File: config.mk
export PLATFORM = sky130hd
export DESIGN_NAME = display_scan_controller
export DESIGN_NICKNAME = d
export VERILOG_FILES = /design/src/rtl/display_pkg.sv /design/src/rtl/seven_seg_decoder.sv /design/src/rtl/display_scan_controller.sv
export SDC_FILE = /design/constraint.sdc
export NUM_CORES = 1
export LEC_CHECK = 0
export BUFFER_PORTS_ARGS = -buffer_cell sky130_fd_sc_hd__buf_4
export CAP_MARGIN = 20
export CORE_MARGIN = 5
export CORE_UTILIZATION = 45
export CTS_CLUSTER_DIAMETER = 200
export CTS_CLUSTER_SIZE = 10
export DETAILED_ROUTE_END_ITERATION = 10
export PLACE_DENSITY = 0.7
export SYNTH_ARGS = -nofsm -noshare
export SYNTH_HDL_FRONTEND = slang
export SYNTH_SLANG_ARGS = --single-unit
File: constraint.sdc
create_clock -name clk -period 2.4 [get_ports clk]
set_input_delay 0.12 -clock clk [delete_from_list [all_inputs] [get_ports clk]]
set_output_delay 0.12 -clock clk [all_outputs]
set_load 0.05 [all_outputs]
File: src/rtl/display_pkg.sv
// Shared types and constants for the multiplexed seven-segment display scanner.
package display_pkg;

    typedef enum logic [1:0] {
        IDLE,
        BLANK,
        SHOW
    } scan_state_t;

    localparam int NUM_DIGITS = 4;

    localparam logic [6:0] SEG_BLANK = 7'b1111111;

    // Active-low {g,f,e,d,c,b,a}; packed so entry 0 is the rightmost literal.
    localparam logic [15:0][6:0] SEG_TABLE = {
        7'b0001110,  // F
        7'b0000110,  // E
        7'b0100001,  // d
        7'b1000110,  // C
        7'b0000011,  // b
        7'b0001000,  // A
        7'b0010000,  // 9
        7'b0000000,  // 8
        7'b1111000,  // 7
        7'b0000010,  // 6
        7'b0010010,  // 5
        7'b0011001,  // 4
        7'b0110000,  // 3
        7'b0100100,  // 2
        7'b1111001,  // 1
        7'b1000000   // 0
    };

endpackage

File: src/rtl/seven_seg_decoder.sv
// Combinational hex-to-seven-segment decode, active-low outputs.
module seven_seg_decoder
    import display_pkg::*;
(
    input  logic [3:0] digit,
    output logic [6:0] seg_n
);

    assign seg_n = SEG_TABLE[digit];

endmodule

File: src/rtl/display_scan_controller.sv
// Time-multiplexed 4-digit scanner: each slot blanks the anodes briefly, then
// lights the selected digit; segments follow the downstream mux with one cycle of latency.
module display_scan_controller
    import display_pkg::*;
#(
    parameter int REFRESH_DIV  = 100000,
    parameter int BLANK_CYCLES = 1000
) (
    input  logic                  clk,
    input  logic                  reset,
    input  logic                  enable,
    input  logic [NUM_DIGITS-1:0] digit_mask,
    input  logic [3:0]            time_digit,
    input  logic                  dp_in,
    output logic [NUM_DIGITS-1:0] selector,
    output logic [NUM_DIGITS-1:0] anode_n,
    output logic [6:0]            seg_n,
    output logic                  dp_n
);

    localparam int CNT_W = (REFRESH_DIV > 1) ? $clog2(REFRESH_DIV) : 1;

    typedef logic [CNT_W-1:0] cnt_t;

    localparam cnt_t BLANK_LAST = cnt_t'(BLANK_CYCLES - 1);
    localparam cnt_t SLOT_LAST  = cnt_t'(REFRESH_DIV - 1);

    scan_state_t           state, state_next;
    cnt_t                  cnt, cnt_next;
    logic [NUM_DIGITS-1:0] sel_next;
    logic [NUM_DIGITS-1:0] anode_next;
    logic [6:0]            seg_dec;

    seven_seg_decoder u_decoder (
        .digit (time_digit),
        .seg_n (seg_dec)
    );

    // The counter runs across the whole slot; BLANK owns the first
    // BLANK_CYCLES counts and SHOW the remainder, so slot length is fixed.
    always_comb begin
        // NOTE: every output of this block is given a default first so that
        // no path leaves a variable unassigned, which would infer a latch.
        state_next = state;
        cnt_next   = cnt;
        sel_next   = selector;

        unique case (state)
            IDLE: begin
                state_next = BLANK;
                cnt_next   = '0;
            end
            BLANK: begin
                cnt_next = cnt + cnt_t'(1);
                if (cnt == BLANK_LAST) begin
                    state_next = SHOW;
                end
            end
            SHOW: begin
                if (cnt == SLOT_LAST) begin
                    state_next = BLANK;
                    cnt_next   = '0;
                    sel_next   = {selector[NUM_DIGITS-2:0], selector[NUM_DIGITS-1]};
                end else begin
                    cnt_next = cnt + cnt_t'(1);
                end
            end
            default: begin
                state_next = IDLE;
                cnt_next   = '0;
            end
        endcase

        // Dropping enable parks the scan on the current digit, from any state.
        if (!enable) begin
            state_next = IDLE;
            cnt_next   = '0;
            sel_next   = selector;
        end

        // Anodes are registered from the next state so they change with it, glitch-free.
        anode_next = (state_next == SHOW) ? ~(sel_next & digit_mask) : '1;
    end

    always_ff @(posedge clk) begin
        // NOTE: sequential state uses non-blocking assignments so every
        // register samples pre-edge values regardless of statement order.
        if (reset) begin
            state    <= IDLE;
            cnt      <= '0;
            selector <= NUM_DIGITS'(1);
            anode_n  <= '1;
            seg_n    <= SEG_BLANK;
            dp_n     <= 1'b1;
        end else begin
            state    <= state_next;
            cnt      <= cnt_next;
            selector <= sel_next;
            anode_n  <= anode_next;
            seg_n    <= seg_dec;
            dp_n     <= ~dp_in;
        end
    end

endmodule
==> results.md, run 1 <==
- The share of synthesized flip-flops with an asynchronous set or reset is 0%.
- Once layout is complete, the cells apart from fillers number 259.
- The global-route wire length before repair is 6.13 mm.
- The cell area that synthesis handed to floorplanning was 0.00173 sq mm.
- Setup violations remaining at the end of the flow were counted as 0.
- At the end of routability-driven placement, the weighted congestion stood at 0.839.
- Each instance of the synthesized netlist takes up on average 9.66 sq um.
- Before antenna repair, the detailed router went through 4 iterations.
- Global routing used 15.2% of the available tracks across all layers.
- The number of gates resized after CTS was 0.
- The total via count after detailed routing is ~1300.
- The register area share after synthesis is 40.5%.
- The finished cells cover about 0.0021 sq mm.
- The library cell used most frequently in the layout, excluding fill and tap cells, is sky130_fd_sc_hd__dfxtp_1.
- Once the clock tree was built, the setup fixing pass inserted 0 buffers.
- The number of cell rows is 22.
- The CTS root buffer is sky130_fd_sc_hd__clkbuf_8.
- The fmax is 472 MHz.
- In the routed layout, each cell is associated on average with a via count of 5.20.
- In the routed design, unresolved DRC markers number 0.
- The cell family contributing the most delay on the critical path is simple AND/OR/NAND/NOR gates.
- The detail route stage leaves a number of antenna-violating nets equal to 0.
- The via count of the first global-routing pass came to 1337.
- The data required time at the worst endpoint is 2.56 ns.
- The worst setup path is launched from a register.
- The routed wire length is 3.46 mm.
- The total CTS buffers is 5.
- The total power per unit cell area is 555 mW/mm^2.
- Across the routed clock network, the largest skew measured is 0.00541 ns.
- The maximum ir drop on the vdd rail is between 400 and 500 uV.
- Together, buffers and inverters on the worst path number 0.
- Yosys mapped a number of flops with a built-in enable equal to 0.
- In the layout the commonest cells are sky130_fd_sc_hd__dfxtp_1 (35), sky130_fd_sc_hd__nor2_1 (29), sky130_fd_sc_hd__buf_4 (27).
- The highest-delay cell along the critical path is sky130_fd_sc_hd__or4_4.
- The cell count after synthesis is 179.
- The first routing iteration left 79 violations.
- Among all flip-flop cells after synthesis, the most frequent one is sky130_fd_sc_hd__dfxtp_1.
- TritonCTS built the clock tree.
- After synthesis the netlist holds a flip-flop and latch count of 35.
- Hold timing on the final database bottoms out at a slack of roughly 0.016 ns.
- The later pin in the worst-skew pair is clocked with a latency of a little under 0.3 ns.
- The total count of max-transition violations in the final report is 0.
- The critical path goes through or4_4 -> nor4_4 -> o211ai_2 -> a2111oi_4 -> nand3b_1.
- The standby leakage power is 0.743 nW.
- The clock period could shrink to 2.12 ns.
- For this design the top-level I/O count stands at 28.
- The synthesis warning total is 0.
- At the pin with the least slew margin, the transition time is just under 0.5 ns.
- The area of the core is 0.00369 sq mm.
- The count of buffers added on input and output ports is 27.
- The layout overhead on the synthesized area is 19.8%.
- In the final routed layout, each cell accounts on average for 13.3 microns.
- The leftover overflow at the end of global routing is 0.
- The critical-path maximum fanout is 5.
- The largest single stage delay on the critical path is 0.59 ns.
- Hold repair after CTS inserted 2 buffers.
- The ratio of cells with drive above 1 in the final layout is 20.4%.
- The placed wire-length estimate is roughly 2.6 mm.
- STA classifies the critical path endpoint as a register.
- The die covers 0.00518 sq mm.
- The vertical die dimension is 72.0 microns.
- The run finished with clean final reports.
- The number of failing hold endpoints at the final stage is 0.
- In this run the biggest area consumer among cell types represents between 40 and 50% of the synthesized area.
- The CTS clock-pin slew for the worst setup and hold paths is 0.08 ns.
- The library cell with the largest summed area after synthesis is sky130_fd_sc_hd__dfxtp_1.
- The post-layout net count is between 200 and 250.
- The number of nets in the synthesized netlist is 202.
- Data on the critical path arrives at its endpoint at 2.28 ns.
- The placed standard-cell area is between 0.0015 and 0.002 sq mm.
- Measured against its own limit, the worst slew margin works out to about two thirds.
- The initial core utilization is 46.9%.
- The cell count after placement is 249.
- The number of antenna repair diodes is 0.
- The worst setup path is of the register to register kind.
- The number of buffers on the longest clock path is 2.
- The number of sinks on the clock net is 35.
- Setup repair after global routing left no endpoint under its margin.
- The number of antenna violations at the first check in global routing is 0.
- Yosys attributes the largest share of cell area to sky130_fd_sc_hd__dfxtp_1 (41%), sky130_fd_sc_hd__ha_1 (8.0%), sky130_fd_sc_hd__nor2_1 (6.3%).
- The H-tree level count is 2.
- The final sum of negative setup slack is 0 ns.
- After layout, the worst path uses about 90% of the clock period.
- Entering global routing, the biggest net connects 18 pins.
- Measured along the x axis, the die boundary spans 72.0 microns.
- The count of distinct cell types in the synthesized netlist is 40.
- The tool flagged a number of max-cap violations equal to 0.
- The class of the worst hold path is input pin to register.
layout make-up:
class                   instances  area [sq um]
clock buffers                   5          68.8
multi-input cells             130           961
flip-flops and latches         35           701
inverters                       9          33.8
repair buffers                 29           223
clock inverters                 3          23.8
fillers                       346          1620
well taps                      48          60.1
cell families after synthesis:
group / synth area share, %
AND/OR/NAND/NOR: 27.2
adder cells (fa/ha/maj): 7.96
AO/OA/AOI/OAI: 9.91
flip-flops: 40.5
XOR/XNOR: 7.60
multiplexers: 2.89
buffers and inverters: 3.91
synth_stat cells, types with 3 or more instances:
| cell | n |
|---|---|
| sky130_fd_sc_hd__ha_1 | 11 |
| sky130_fd_sc_hd__xnor2_1 | 9 |
| sky130_fd_sc_hd__inv_1 | 9 |
| sky130_fd_sc_hd__clkbuf_1 | 3 |
| sky130_fd_sc_hd__dfxtp_1 | 35 |
| sky130_fd_sc_hd__nor2_1 | 29 |
| sky130_fd_sc_hd__nor4_1 | 3 |
| sky130_fd_sc_hd__nand4b_1 | 4 |
| sky130_fd_sc_hd__nand2b_1 | 3 |
| sky130_fd_sc_hd__mux2i_1 | 5 |
| sky130_fd_sc_hd__xor2_1 | 6 |
| sky130_fd_sc_hd__nand3_1 | 6 |
| sky130_fd_sc_hd__nand2_1 | 17 |
| sky130_fd_sc_hd__nand3b_1 | 4 |
through the flow:
step / power (W) / setup slack, ns / util, %
finish: 0.00115 / 0.279 / 56.1
global route: 0.00120 / 0.165 / 56.1
CTS: 0.00117 / 0.241 / 56.1
detailed placement: 0.000728 / 0.242 / 53.1
global placement: 0.000725 / 0.290 / 53.1
floorplan: 0.000688 / 0.456 / -
routing by layer:
| layer | wire [microns] | part of all wire (%) | track usage, % | vias up |
|---|---|---|---|---|
| li1 | - | - | - | 680 |
| met1 | 1570 | 45 | 18.8 | 635 |
| met4 | 77 | 2.2 | 7.52 | 0 |
| met2 | 1620 | 47 | 23.6 | 27 |
| met3 | 186 | 5.4 | 5.12 | 5 |
| met5 | 0 | 0 | 0 | - |
flip-flops by register name, indices dropped and copies added (netlist names):
| signal | count |
|---|---|
| state | 2 |
| anode_n | 4 |
| selector | 4 |
| seg_n | 7 |
| dp_n | 1 |
| cnt | 17 |
path summary, 6_finish.rpt:
path,depth (start not counted),slack (ns),to,startpoint
hold / removal,2,0.02,anode_n[0],digit_mask[0]
setup / recovery,5,0.28,anode_n[1],cnt[12]
setup reg to reg,5,0.28,anode_n[1],cnt[12]
hold reg to reg,1,0.45,cnt[0],cnt[0]
power breakdown:
part           internal (W)  switching, W  total [W]
combinational     0.0000444     0.0000762   0.000121
sequential         0.000592    0.00000402   0.000596
clock              0.000207      0.000225   0.000432
No activity file was read; power rests on OpenSTA's default activity.
==> inputs of run 2 (changes only) <==
--- a/config.mk
+++ b/config.mk
@@ -7,12 +7,15 @@
 export LEC_CHECK = 0
 export BUFFER_PORTS_ARGS = -buffer_cell sky130_fd_sc_hd__buf_4
 export CAP_MARGIN = 20
+export CELL_PAD_IN_SITES_DETAIL_PLACEMENT = 0
+export CELL_PAD_IN_SITES_GLOBAL_PLACEMENT = 1
 export CORE_MARGIN = 5
-export CORE_UTILIZATION = 45
+export CORE_UTILIZATION = 42
 export CTS_CLUSTER_DIAMETER = 200
 export CTS_CLUSTER_SIZE = 10
 export DETAILED_ROUTE_END_ITERATION = 10
-export PLACE_DENSITY = 0.7
+export PLACE_DENSITY = 0.81
+export SETUP_SLACK_MARGIN = 0.5
 export SYNTH_ARGS = -nofsm -noshare
 export SYNTH_HDL_FRONTEND = slang
 export SYNTH_SLANG_ARGS = --single-unit
==> results.md, run 2 (synthesis results as in run 1) <==
- Status: complete, no violations (unchanged).
- The filler-free cell count of the finished design came to 264 (was 259).
- The maximum ir drop on the vdd rail came to 404 uV (was 467 uV).
- The fmax is 493 MHz (was 472 MHz).
- The CTS root buffer is sky130_fd_sc_hd__clkbuf_8 (unchanged).
- The post-layout net count is 236 (was 233).
- The data required time at the worst endpoint is 2.55 ns (was 2.56 ns).
- The final standard cell utilization of the core is 53.6% (was 56.1%).
- The initial core utilization is 43.2% (was 46.9%).
- The total of fill cells in the finished design was 353 (was 346).
- The number of failing hold endpoints at the final stage came to 0 (unchanged).
- The highest-delay cell along the critical path is sky130_fd_sc_hd__or4_4 (unchanged).
- The placer congestion estimate is 0.831 (was 0.839).
- The number of cell rows came to 23 (was 22).
- The slew at the pin with the worst max-slew slack was 0.497 ns (was 0.483 ns).
- The leading cell type in the layout, fill and taps excluded is sky130_fd_sc_hd__dfxtp_1 (unchanged).
- The worst-skew pair later-pin latency was 0.28 ns (was 0.29 ns).
- The clock tree from TritonCTS is done (unchanged).
- The final sum of negative setup slack came to 0 ns (unchanged).
- The class of the worst hold path is input pin to register (unchanged).
- The post-layout worst setup margin is 0.370 ns (was 0.279 ns).
- The die width is 74.2 microns (was 72.0 microns).
- The CTS clock-pin slew for the worst setup and hold paths came to 0.08 ns (about the same).
- The routed wire length came to 3.73 mm (was 3.46 mm).
- The final cycle utilization of the critical path was 84.6% (was 88.4%).
- The ratio of cells with drive above 1 in the final layout is 26.2% (was 20.4%).
- The first-pass detailed-route iteration total is 4 (unchanged).
- RSZ-0062 raised after global routing: true (was false).
- The register with the most flip-flops was cnt (unchanged).
- The number of antenna repair diodes is 0 (unchanged).
- The worst slack at placement is 0.279 ns (was 0.242 ns).
- The total global routing track utilization came to 15.1% (was 15.2%).
- The remaining routing DRC violations is 0 (unchanged).
- The critical path startpoint category is a register (unchanged).
- The routed length per placed instance is 14.1 microns (was 13.3 microns).
- The H-tree level count is 2 (unchanged).
- The total power per unit cell area is 537 mW/mm^2 (was 555 mW/mm^2).
- The time the worst path needs with I/O delays and setup is 2.03 ns (was 2.12 ns).
- The flip-flop count of the largest register after layout is 17 (unchanged).
- The worst relative slew slack was 66.5% (was 67.8%).
- The DRC marker count from the first detailed-route iteration is 108 (was 79).
- The finished layout cell area was 0.00214 sq mm (was 0.00207 sq mm).
- The total die area is 0.00550 sq mm (was 0.00518 sq mm).
- The pin count of the biggest net entering global routing came to 18 (unchanged).
- The kind of end point of the critical path is a register (unchanged).
- Highest-count cells in the layout ignoring fill and taps: sky130_fd_sc_hd__dfxtp_1 (31), sky130_fd_sc_hd__buf_4 (30), sky130_fd_sc_hd__nor2_1 (29) (was sky130_fd_sc_hd__dfxtp_1 (35), sky130_fd_sc_hd__nor2_1 (29), sky130_fd_sc_hd__buf_4 (27)).
- The vertical die dimension is 74.2 microns (was 72.0 microns).
- The delay of the slowest critical-path stage came to 0.54 ns (was 0.59 ns).
- The layout overhead on the synthesized area is 24.0% (was 19.8%).
- The count of port buffers added during placement came to 27 (unchanged).
- Largest registers: cnt x17, seg_n x7 (unchanged).
- The total via count after detailed routing is 1373 (was 1347).
- The number of buffers on the longest clock path was 2 (unchanged).
- The number of antenna violations at the first check in global routing is 0 (unchanged).
- The placed wire-length estimate is 2.84 mm (was 2.63 mm).
- The total CTS buffers is 5 (unchanged).
- The remaining antenna violation count after routing is 0 (unchanged).
- The global-route wire length before repair was 6.44 mm (was 6.13 mm).
- The number of sinks on the clock net is 35 (unchanged).
- The I/O pin count is 28 (unchanged).
- The final setup violation count came to 0 (unchanged).
- The worst endpoint data arrival time came to 2.18 ns (was 2.28 ns).
- The area of the core came to 0.00400 sq mm (was 0.00369 sq mm).
- The total count of max-transition violations in the final report is 0 (unchanged).
- The leftover overflow at the end of global routing was 0 (unchanged).
- Cell Chain, Critical Path: or4_4 -> nor4_4 -> o211ai_2 -> a2111oi_4 -> nand3b_1 (unchanged).
- The via count of the first global-routing pass is 1388 (was 1337).
- The placed standard-cell area is 0.00196 sq mm (about the same).
- The critical-path maximum fanout is 4 (was 5).
- The number of maximum-capacitance constraint violations was 0 (unchanged).
- The cell count after placement is 251 (was 249).
- The clock skew after layout is 0.00914 ns (was 0.00541 ns).
- The critical path class is register to register (unchanged).
- The via density per instance is 5.20 (about the same).
- The standby leakage power came to 0.768 nW (was 0.743 nW).
[run 2: cell types whose count changed in the layout (fill, tap and decap cells not counted), sizes merged]
cell / before / now
buf: 27 / 31
dlygate4sd3: 2 / 1
[run 2: path summary, 6_finish.rpt]
kind / depth (start not counted) / slack [ns] / start / end
max: 5 / 0.37 / cnt[15] / anode_n[2]
min: 2 / 0.02 / digit_mask[1] / anode_n[1]
max reg2reg: 5 / 0.37 / cnt[15] / anode_n[2]
min reg2reg: 1 / 0.48 / cnt[0] / cnt[0]
[run 2: repair_timing]
item                                   CTS  global route
endpoints found under the hold margin    1             0
pin swaps                                6             6
setup endpoints to repair               21            26
setup buffers                            4             0
hold buffers                             1             0
resized for setup                        7             4
[run 2: layout make-up]
class                           count  area [sq um]  share of cell area (%)
Timing Repair Buffer               32           255                    11.9
Inverter                            9          33.8                    1.58
Sequential cell                    35           711                    33.2
Tap cell                           50          62.6                    2.92
Multi-Input combinational cell    130           988                    46.1
Clock buffer                        5          68.8                    3.21
Clock inverter                      3          23.8                    1.11
[run 2: per-layer routing]
metal / wire length, microns / GRT usage, % / up-vias
met2: 1860 / 25.4 / 37
li1: - / - / 683
met1: 1620 / 19.3 / 651
met5: 0 / 0 / -
met4: 22 / 4.02 / 0
met3: 227 / 3.78 / 2
[run 2: metrics by stage]
step                      hold WS (ns)  total power, W
after detailed placement         0.290        0.000731
after floorplan                  0.182        0.000688
after global routing            0.0224         0.00120
after global placement           0.281        0.000728
final                           0.0240         0.00115
after CTS                      0.00730         0.00116
[run 2: critical path, delay by kind of cell, from the launching register on]
family / cells / cell delay, ns
and+or+nand+nor: 3 / 0.98
DFF: 1 / 0.35
AOI/OAI and AO/OA: 2 / 0.58
[run 2: where the power goes]
group	internal [W]	leakage, nW	total, W	switching, W
sequential	0.000590	0.288	0.000595	0.00000496
clock	0.000207	0.0408	0.000433	0.000226
combinational	0.0000443	0.440	0.000123	0.0000784
